### config.mk
export PLATFORM = sky130hd
export DESIGN_NAME = program_memory_arbiter
export DESIGN_NICKNAME = d
export VERILOG_FILES = /design/src/rtl/program_memory_arbiter_pkg.sv /design/src/rtl/program_memory_arbiter_store.sv /design/src/rtl/program_memory_arbiter.sv
export SDC_FILE = /design/constraint.sdc
export NUM_CORES = 1
export LEC_CHECK = 0
export CAP_MARGIN = 20
export CORE_ASPECT_RATIO = 1.25
export CORE_MARGIN = 3
export CORE_UTILIZATION = 28
export DETAILED_ROUTE_END_ITERATION = 12
export GPL_TIMING_DRIVEN = 0
export PLACE_DENSITY = 0.4
export SLEW_MARGIN = 5
export SYNTH_ARGS = -nofsm -noshare
export SYNTH_HDL_FRONTEND = slang
export SYNTH_SLANG_ARGS = --single-unit
### constraint.sdc
create_clock -name CLK -period 5.4 [get_ports CLK]
set_clock_uncertainty 0.2 [all_clocks]
set_input_delay 0.54 -clock CLK [delete_from_list [all_inputs] [get_ports CLK]]
set_output_delay 0.54 -clock CLK [all_outputs]
set_load 0.01 [all_outputs]
### src/rtl/program_memory_arbiter_pkg.sv
// Shared definitions for the program store arbiter: store geometry,
// the idle instruction word and the sequencing state encoding.
package program_memory_arbiter_pkg;

    localparam int PROG_ADDR_W = 4;
    localparam int PROG_DATA_W = 7;
    localparam int PROG_WORDS  = 16;

    // All-zero word decodes as a zero-time WAIT, so it is harmless to the core.
    localparam logic [PROG_DATA_W-1:0] NOP_WORD = 7'h00;

    // Sequencing state, also driven out on STATE for observation.
    typedef enum logic [1:0] {
        HALT    = 2'd0,
        LOAD    = 2'd1,
        RELEASE = 2'd2,
        RUN     = 2'd3
    } state_e;

endpackage

### src/rtl/program_memory_arbiter_store.sv
// 16 x 7 program register file. One synchronous write port, a combinational
// read port for instruction fetch and a registered read port for the host.
// The two read paths are independent, so host reads never stall the core.
module prog_store_16x7
    import program_memory_arbiter_pkg::*;
(
    input  logic                   clk_i,
    input  logic                   rst_ni,
    input  logic                   we_i,
    input  logic [PROG_ADDR_W-1:0] waddr_i,
    input  logic [PROG_DATA_W-1:0] wdata_i,
    input  logic [PROG_ADDR_W-1:0] craddr_i,
    output logic [PROG_DATA_W-1:0] crdata_o,
    input  logic                   hre_i,
    input  logic [PROG_ADDR_W-1:0] hraddr_i,
    output logic [PROG_DATA_W-1:0] hrdata_o
);

    logic [PROG_DATA_W-1:0] mem_q [PROG_WORDS];
    logic [PROG_DATA_W-1:0] hrdata_q;

    // Storage array: cleared to NOP on reset, one word written per cycle.
    always_ff @(posedge clk_i or negedge rst_ni) begin
        if (!rst_ni) begin
            for (int i = 0; i < PROG_WORDS; i++) begin
                mem_q[i] <= NOP_WORD;
            end
        end else if (we_i) begin
            mem_q[waddr_i] <= wdata_i;
        end
    end

    // Host read register: captures the pre-edge word and holds it until the next read.
    always_ff @(posedge clk_i or negedge rst_ni) begin
        if (!rst_ni) begin
            hrdata_q <= NOP_WORD;
        end else if (hre_i) begin
            hrdata_q <= mem_q[hraddr_i];
        end
    end

    assign crdata_o = mem_q[craddr_i];
    assign hrdata_o = hrdata_q;

endmodule

### src/rtl/program_memory_arbiter.sv
// Program store arbiter: holds the core in reset while the host loads the
// store, releases it after RELEASE_CYCLES settling cycles, and arbitrates host
// accesses against the running core.
//
// Host handshake: HOST_REQ (with WE/ADDR/WDATA) is sampled at a rising edge
// only while HOST_ACK is low; the access happens at that edge and HOST_ACK is
// high for exactly the following cycle, with HOST_ERR/HOST_RDATA valid beside
// it. Writes are only honoured when the pre-edge state is LOAD; elsewhere they
// are acknowledged with HOST_ERR=1 and leave the store untouched.
module program_memory_arbiter
    import program_memory_arbiter_pkg::*;
#(
    parameter int RELEASE_CYCLES = 4
) (
    input  logic       CLK,
    input  logic       RESET_LOW,
    input  logic       LOAD_MODE,
    input  logic       HOST_REQ,
    input  logic       HOST_WE,
    input  logic [3:0] HOST_ADDR,
    input  logic [6:0] HOST_WDATA,
    output logic       HOST_ACK,
    output logic       HOST_ERR,
    output logic [6:0] HOST_RDATA,
    input  logic [3:0] CPU_ADDR,
    output logic [6:0] CPU_DATA,
    output logic       CPU_RESET_LOW,
    output logic       LOADED,
    output logic [1:0] STATE
);

    localparam logic [3:0] CNT_LAST = 4'(RELEASE_CYCLES - 1);

    logic [1:0]            rst_sync_q;
    logic                  rst_n;
    state_e                state_q, state_d;
    logic [3:0]            cnt_q, cnt_d;
    logic [PROG_WORDS-1:0] mask_q, mask_d;
    logic                  loaded_q;
    logic                  ack_q, err_q;
    logic                  host_accept, host_wr, host_rd;
    logic [6:0]            cpu_rdata;

    // Reset synchroniser: asserts immediately, releases through two flops.
    always_ff @(posedge CLK or negedge RESET_LOW) begin
        if (!RESET_LOW) rst_sync_q <= 2'b00;
        else            rst_sync_q <= {rst_sync_q[0], 1'b1};
    end
    assign rst_n = rst_sync_q[1];

    assign host_accept = HOST_REQ & ~ack_q;
    assign host_wr     = host_accept & HOST_WE & (state_q == LOAD);
    assign host_rd     = host_accept & ~HOST_WE;

    prog_store_16x7 u_store (
        .clk_i    (CLK),
        .rst_ni   (rst_n),
        .we_i     (host_wr),
        .waddr_i  (HOST_ADDR),
        .wdata_i  (HOST_WDATA),
        .craddr_i (CPU_ADDR),
        .crdata_o (cpu_rdata),
        .hre_i    (host_rd),
        .hraddr_i (HOST_ADDR),
        .hrdata_o (HOST_RDATA)
    );

    // State register together with the release counter and written-word mask.
    always_ff @(posedge CLK or negedge rst_n) begin
        if (!rst_n) begin
            state_q  <= HALT;
            cnt_q    <= '0;
            mask_q   <= '0;
            loaded_q <= 1'b0;
        end else begin
            state_q  <= state_d;
            cnt_q    <= cnt_d;
            mask_q   <= mask_d;
            loaded_q <= &mask_d;
        end
    end

    // Next-state logic: mask clears on entry to LOAD from HALT or RUN, not on an aborted release.
    always_comb begin
        state_d = state_q;
        cnt_d   = cnt_q;
        mask_d  = mask_q;
        unique case (state_q)
            HALT: begin
                if (LOAD_MODE) begin
                    state_d = LOAD;
                    mask_d  = '0;
                end else begin
                    state_d = RELEASE;
                    cnt_d   = '0;
                end
            end
            LOAD: begin
                if (host_wr) mask_d[HOST_ADDR] = 1'b1;
                if (!LOAD_MODE) begin
                    state_d = RELEASE;
                    cnt_d   = '0;
                end
            end
            RELEASE: begin
                if (LOAD_MODE) begin
                    state_d = LOAD;
                    cnt_d   = '0;
                end else if (cnt_q == CNT_LAST) begin
                    state_d = RUN;
                    cnt_d   = '0;
                end else begin
                    cnt_d = cnt_q + 4'd1;
                end
            end
            RUN: begin
                if (LOAD_MODE) begin
                    state_d = LOAD;
                    mask_d  = '0;
                end
            end
            default: state_d = HALT;
        endcase
    end

    // Outputs decoded from the current state: core runs and fetches only in RUN.
    always_comb begin
        CPU_RESET_LOW = 1'b0;
        CPU_DATA      = NOP_WORD;
        if (state_q == RUN) begin
            CPU_RESET_LOW = 1'b1;
            CPU_DATA      = cpu_rdata;
        end
    end

    // Handshake: one-cycle ACK per accepted request; ERR flags a write outside LOAD.
    always_ff @(posedge CLK or negedge rst_n) begin
        if (!rst_n) begin
            ack_q <= 1'b0;
            err_q <= 1'b0;
        end else begin
            ack_q <= host_accept;
            err_q <= host_accept & HOST_WE & (state_q != LOAD);
        end
    end

    assign HOST_ACK = ack_q;
    assign HOST_ERR = err_q;
    assign LOADED   = loaded_q;
    assign STATE    = state_q;

endmodule
### After elaboration in Yosys (flattened, before gate mapping)

Cells that the tools add are included.

| word-level totals | value |
|---|---|
| flip-flop bits (word level) | 146 |
| input bits | 20 |
| output and inout bits | 20 |
| logic and storage cells | 84 |

| cells by class | value |
|---|---|
| add/subtract/negate cells | 1 |
| magnitude comparators | 5 |
| eq/ne operators | 9 |
| multiplexer cells | 26 |
| bitwise operators | 10 |
| reduce and logical (&&, ||, !) cells | 9 |

Operator list:

| kind | number |
|---|---|
| $bwmux W112 | 1 |
| $bmux W7 S4 | 2 |
| $mux W7 | 6 |
| $mux W16 | 2 |
| $pmux W16 S2 | 1 |
| $demux W7 S4 | 1 |
| $or A16 B16 Y16 | 1 |
| $reduce_and A16 Y1 | 1 |
| $mux W4 | 3 |
| $ge A5 B5 Y1 const B | 2 |
| $mux W2 | 5 |
| $not A4 Y5 | 2 |
| $pmux W2 S4 | 1 |
| $pmux W4 S2 | 1 |
| $ne A2 B2 Y1 const B | 3 |
| $and A1 B1 Y1 | 5 |
| $lt A4 B5 Y1 const B | 1 |
| $lt A5 B1 Y1 const B | 1 |
| $add A4 B1 Y4 const B | 1 |
| $demux W1 S4 | 1 |
| $eq A2 B2 Y1 const B | 2 |
| $eq A4 B2 Y1 const B | 1 |
| $ge A4 B1 Y1 const B | 1 |
| $reduce_or A2 Y1 | 2 |
| other kinds (10) | 13 |

### Depth between registers and ports, before layout

Gate-level depths: netlist of the first run.

| logic depth | value |
|---|---|
| depth after elaboration | 8 |
| gate-level depth with buffers | 8 |

### Hierarchy

A second synthesis of the first run with hierarchy kept.

| second synthesis, totals | value |
|---|---|
| cell total of the unflattened synthesis | 533 |
| area total of the unflattened synthesis | 7,753.7 um2 |

By module, submodules not included:

| module | instances | cells an instance | area each (um2) |
|---|---|---|---|
| prog_store_16x7 | 1 | 380 | 6,289.8 |
| program_memory_arbiter | 1 | 153 | 1,463.9 |

### Worst setup path before layout of the first run

No wires, ideal clock.

| timing path | value |
|---|---|
| path kind | in2out |
| start | in CPU_ADDR[1] |
| end | out CPU_DATA[0] |
| data arrival time | 2.193 ns |
| required time | 4.660 ns |
| slack | 2.467 ns |
| stages on the path | 5 |
| buffers on the path | 2 |
| cell sequence | clkbuf_1 -> buf_1 -> mux4_2 -> mux4_2 -> and2_1 |

| between the ends | value |
|---|---|
| longest elaborated chain between the ends | 5 |

RTL lines:

| item | RTL line | source |
|---|---|---|
| start: declaration | program_memory_arbiter.sv:25 | `input logic [3:0] CPU_ADDR,` |
| $not A4 Y5 (implied by the code) | program_memory_arbiter_store.sv:42 | `assign crdata_o = mem_q[craddr_i];` |
| $bmux W7 S4 | program_memory_arbiter_store.sv:42 |  |
| $mux W7 (implied by the code) (2 in series) | program_memory_arbiter_store.sv:42 |  |
| $mux W7 | program_memory_arbiter.sv:130 | `if (state_q == RUN) begin` |
| end: declaration | program_memory_arbiter.sv:26 | `output logic [6:0] CPU_DATA,` |

No other way between the ends. The select of a mux whose other input is x is not followed.

### Worst setup path after layout of the first run

| timing path | value |
|---|---|
| start | in CPU_ADDR[1] |
| end | out CPU_DATA[2] |

Same word-level chain as after synthesis.

==> results of run 1 <==
[final timing paths]
path | startpoint | endpoint | slack, ns | cells past startpoint
hold / removal | RESET_LOW | rst_sync_q[1]$_DFF_PN0_ | 0.07 | 1
max in group asynchronous | rst_sync_q[1]$_DFF_PN0_ | cnt_q[3]$_DFFE_PN0P_ | 3.82 | 2
hold reg to reg | rst_sync_q[1]$_DFF_PN0_ | u_store.mem_q[64]$_DFFE_PN0P_ | 0.15 | 0
setup reg to reg | STATE[1]$_DFFE_PN0P_ | u_store.mem_q[53]$_DFFE_PN0P_ | 2.18 | 6
min in group CLK | rst_sync_q[0]$_DFF_PN0_ | rst_sync_q[1]$_DFF_PN0_ | 0.15 | 0
setup / recovery | CPU_ADDR[1] | CPU_DATA[2] | 1.06 | 6
[synthesized netlist by cell type, types with 2 or more instances]
cell        n
buf_4       4
clkbuf_1   16
nor3_1      9
nand3_1     7
nand4_1     2
mux2i_1     9
a32o_1      2
nand2b_1    4
nor2b_1     5
or3_1       2
buf_2       5
a21oi_1     4
nand2_1    18
a22o_1     14
and3_1      2
inv_1       5
mux2_2    121
buf_1       6
a221o_1     7
nor2_2      4
nor3_2      2
nor2_1     11
dfrtp_1   146
o21ai_0     8
mux4_2     63
ha_1        5
and2_1      8
[power groups by stage]
stage               Combinational (W)  Sequential [W]  Clock (W)
floorplan                    0.000412         0.00133          0
global placement             0.000605         0.00135          0
detailed placement           0.000634         0.00135          0
CTS                          0.000635         0.00133    0.00124
global route                 0.000682         0.00135    0.00129
finish                       0.000624         0.00133    0.00122
[cell type report]
class | count | area share (%)
inverter | 6 | 0.2494
tap | 340 | 4.710
sequential | 146 | 40.50
clock inverter | 8 | 1.108
buffer | 32 | 1.649
multi-input combinational | 325 | 41.67
timing repair buffer | 37 | 4.558
clock buffer | 24 | 5.556
[cell families (layout without fill, tap and decap cells)]
logic type	count (synthesis)	after routing	share of synthesized area, %
buffers and inverters	38	107	2.259
adder cells (fa/ha/maj)	5	5	0.8244
AO/OA/AOI/OAI	46	46	4.765
multiplexers	193	193	37.84
flip-flops	146	146	48.15
other	1	1	0.04942
AND/OR/NAND/NOR	80	80	6.117
[routing by layer]
layer	track usage (%)	wire, um	vias up
met2	27.78	11730	115
met1	22.62	10570	2645
met3	3.185	1056	36
li1	-	-	2089
met4	6.479	775	0
met5	0	0	-
[sequential cells by signal, summed over array words and instances (netlist names)]
name and count:
u_store.mem_q 112, rst_sync_q 2, HOST_ACK 1, HOST_ERR 1, STATE 2, cnt_q 4
mask_q 16, LOADED 1, u_store.hrdata_o 7
[per-stage QoR]
step,total power [W],instances,hold WS (ns)
3_3_place_gp,0.001957,879,0.1369
5_1_grt,0.003319,918,0.06319
4_1_cts,0.003203,918,0.05362
2_1_floorplan,0.001745,509,0.04441
3_5_place_dp,0.001984,886,0.1387
6_report,0.003172,918,0.07042
==> results.cfg, run 1 <==
[outcome]
status = completed

[logic_synthesis]
synth_top_cell_by_area = dfrtp_1
async_flop_share_pct = 100.0
synth_seq_cells = 146
yosys_warnings = 0
yosysUniqueCellTypes = 47
netlist_area_sq_mm = 0.007589
synth_top_cells_by_area = dfrtp_1 (48%), mux4_2 (19%), mux2_2 (18%)
synthCells = 509
synthFlopType = dfrtp_1
synthesis.nets = 534
synth_top_area_share_pct = 48.15
seq_area_frac_synth_pct = 48.15
synth_edf_count = 0
synth.avg_cell_area_sq_um = 14.91

[floorplanning]
pin_count = 40
start_util_pct = 28.81
dieHeight_um = 190.1
die_w_um = 153.2
die-area_sq_mm = 0.02913
rows = 66
core-area_sq_mm = 0.02634

[clock_network]
clockBufferDepth = 2
clock_latency_ns = 0.43
ctsResizeCount = 0
cts_tree = done
root_buffer = clkbuf_16
post-cts-setup-buffers = 0
cts_hold_buf = 0
clkSinkCount = 146
cts_inserted_buffers = 17
clk_pin_slew_ns = 0.06
htreeDepth = 4

[finish]
drive_above_1_share_pct = 42.21
num-nets-final = 590
regArea_sq_mm = 0.003657
layout_common_cells = dfrtp_1 (145), mux2_2 (121), mux4_2 (63), clkdlybuf4s50_1 (30)
antenna_cells = 0
design_area_sq_mm = 0.009031
multi_input_area_sq_mm = 0.003764
final_common_cell = dfrtp_1
post-route-util_pct = 34.28
area_growth_pct = 19.01
nFillCells = 2569

[worst_setup_path]
worstPathMaxFanout = 10
worst_path_most_repeated_cell = mux4_2
critPathBufInv = 3
worstSetupStartpointType = input port
path_cells = clkbuf_1 > buf_1 > mux4_2 > mux4_2 > and2_1 > clkdlybuf4s50_1
crit_family = buffers and inverters
slowest_stage = buf_1
worstSetupEndpointType = primary output
max_stage_delay_ns = 0.84
crit_type = in -> out
cp.required_ns = 4.66
cp.arrival_ns = 3.60

[placed_design]
hpwl_um = 15940
place_ws_ns = 1.034
place.port_buffers = 30
gp_congestion = 0.7673
postPlaceCellArea_sq_mm = 0.008429

[route]
drt_iter0_markers = 314
vias = 4885
drt_drc_violations_left = 0
vias_per_cell = 5.321
drt-total-wl_um = 24130
dr.pass1.iters = 4
avgRoutedWirePerCell_um = 26.29
drtAntennaViolNets = 0

[power_and_ir_drop]
powerDensity_mw_per_mm2 = 351.2
power.switching_w = 0.0008957
intPower_w = 0.002276
p_comb_share_pct = 19.7
ir_drop_mv = 0.2092
clkPwrFrac_pct = 38.4
p_leak_nw = 3.963
swShare_pct = 28.24
pwr-share-seq_pct = 42.0

[sta]
slew_headroom_pct = 31.11
hold_viol = 0
setup_tns_ns = 0
worstMarginPinSlew_ns = 1.033
fin_crit_sh_pct = 80.34
layout_setup_ws_ns = 1.062
rsz0062_at_grt = false
finalSetupViolCount = 0
fmax_mhz = 230.5
drv_slew = 0
min_period_ns = 4.338

[grt]
grt_overflow = 0
antenna_found_initial = 1
grt_usage_pct = 17.03
grt_pass1_vias = 5264
grt_pass1_wl_um = 35870
grt_max_degree = 59

[worst_hold_path]
hold_path.class = in -> async

[job]
cap_viol_max_count = 0
No activity file was read; power rests on OpenSTA's default activity.
==> run 2: changes to the inputs <==
==> constraint.sdc (replaced) <==
create_clock -name CLK -period 4.37 [get_ports CLK]
set_clock_uncertainty 0.2 [all_clocks]
set_input_delay 0.437 -clock CLK [delete_from_list [all_inputs] [get_ports CLK]]
set_output_delay 0.437 -clock CLK [all_outputs]
set_load 0.01 [all_outputs]
==> results.cfg, run 2 (synthesis gave the netlist of run 1 again) <==
[route]
drt_iter0_markers = 288
dr.pass1.iters = 4
vias = 4871
drt-total-wl_um = 23600
drt_drc_violations_left = 0
avgRoutedWirePerCell_um = 25.70
drtAntennaViolNets = 0
vias_per_cell = 5.306

[worst_setup_path]
cp.required_ns = 3.73
r2r_end = u_store.mem_q[53]$_DFFE_PN0P_
reg2regPathDepth = 6
crit_type = in -> out
r2r-start = STATE[1]$_DFFE_PN0P_
worstSetupEndpointType = primary output
worstSetupStartpointType = input port
r2r_slack_ns = 1.17
cp.arrival_ns = 3.44
worstPathMaxFanout = 10

[finish]
largest_reg_flops = 112
regArea_sq_mm = 0.003657
multi_input_area_sq_mm = 0.003764
num-nets-final = 590
layout_common_cells = dfrtp_1 (145), mux2_2 (121), mux4_2 (63), clkdlybuf4s50_1 (30), clkbuf_1 (19)
final_common_cell = dfrtp_1
antenna_cells = 0
regMostFlops = u_store.mem_q
nFillCells = 2542
drive_above_1_share_pct = 41.87
area_growth_pct = 19.27

[grt]
grt_max_degree = 68
antenna_found_initial = 0
grt_pass1_wl_um = 35180
grt_pass1_vias = 5111
grt_usage_pct = 16.73
grt_overflow = 0

[sta]
slew_headroom_pct = 19.59
hold_viol = 0
rsz0062_at_grt = false
fmax_mhz = 245.2
finalSetupViolCount = 0
fin_crit_sh_pct = 93.33
worstMarginPinSlew_ns = 1.202
setup_tns_ns = 0
min_period_ns = 4.078
drv_slew = 0

[clock_network]
cts_hold_buf = 1
root_buffer = clkbuf_16
cts_tree = done
cts_inserted_buffers = 17
post-cts-setup-buffers = 0
ctsResizeCount = 0
htreeDepth = 4
clockBufferDepth = 2
clock_latency_ns = 0.43
clk_pin_slew_ns = 0.06
clkSinkCount = 146

[placed_design]
gp_congestion = 0.7338
hpwl_um = 15930
place.port_buffers = 30

[floorplanning]
die_w_um = 153.2
dieHeight_um = 190.1
core-area_sq_mm = 0.02634
die-area_sq_mm = 0.02913
start_util_pct = 28.81
pin_count = 40
rows = 66

[outcome]
status = completed

[job]
cap_viol_max_count = 0

[power_and_ir_drop]
power.switching_w = 0.001105
p_comb_share_pct = 19.3
finalPower_w = 0.004003
pwr-share-seq_pct = 41.1
intPower_w = 0.002898
swShare_pct = 27.60
p_leak_nw = 3.972
ir_drop_mv = 0.2296
clkPwrFrac_pct = 39.6
powerDensity_mw_per_mm2 = 442.2

[worst_hold_path]
hold_path.class = reg -> async
[run 2: worst max path at each step]
stage	startpoint	cells past startpoint	slack, ns	end
3_5_place_dp	CPU_ADDR[1]	6	0.24	CPU_DATA[0]
5_1_grt	CPU_ADDR[1]	6	0.20	CPU_DATA[0]
3_3_place_gp	CPU_ADDR[1]	6	0.24	CPU_DATA[0]
2_1_floorplan	CPU_ADDR[1]	5	1.64	CPU_DATA[0]
6_report	CPU_ADDR[1]	6	0.29	CPU_DATA[0]
4_1_cts	CPU_ADDR[1]	6	0.23	CPU_DATA[0]
[run 2: critical path, cell delays in order]
cell and delay (ns):
clkbuf_1 0.65, buf_1 0.78, mux4_2 0.45, mux4_2 0.46
and2_1 0.18, clkdlybuf4s50_1 0.48
[run 2: power groups by stage]
| stage | clock network, W | registers [W] | logic, W |
|---|---|---|---|
| finish | 0.00159 | 0.00164 | 0.000773 |
| global route | 0.00167 | 0.00167 | 0.000850 |
| CTS | 0.00162 | 0.00164 | 0.000786 |
| detailed placement | 0 | 0.00167 | 0.000783 |
| global placement | 0 | 0.00167 | 0.000746 |
| floorplan | 0 | 0.00165 | 0.000509 |
[run 2: metal layers]
layer	GRT usage [%]	share of wire [%]	wire length, um
met5	0	0	0
met4	5.691	2.5	580
met3	3.641	4.2	998
met2	27.31	49	11650
met1	22.16	44	10360
[run 2: area by class of cell]
cell class / count / share of cell area (%)
multi-input combinational: 325 / 41.58
sequential: 146 / 40.41
clock buffer: 23 / 5.281
tap: 340 / 4.700
timing repair buffer: 37 / 4.451
clock inverter: 9 / 1.686
buffer: 32 / 1.645
inverter: 6 / 0.2488
[run 2: through the flow]
stage / setup slack, ns / instance area [sq um] / utilization [%] / instances / hold slack (ns)
6_report: 0.2917 / 9051 / 34.36 / 918 / 0.1371
5_1_grt: 0.2004 / 9051 / 34.36 / 918 / 0.1735
4_1_cts: 0.2279 / 9051 / 34.36 / 918 / 0.1575
3_5_place_dp: 0.2357 / 8411 / 31.93 / 885 / 0.1471
3_3_place_gp: 0.2399 / 8315 / 31.57 / 879 / 0.1368
2_1_floorplan: 1.643 / 7590 / - / 509 / -0.05859
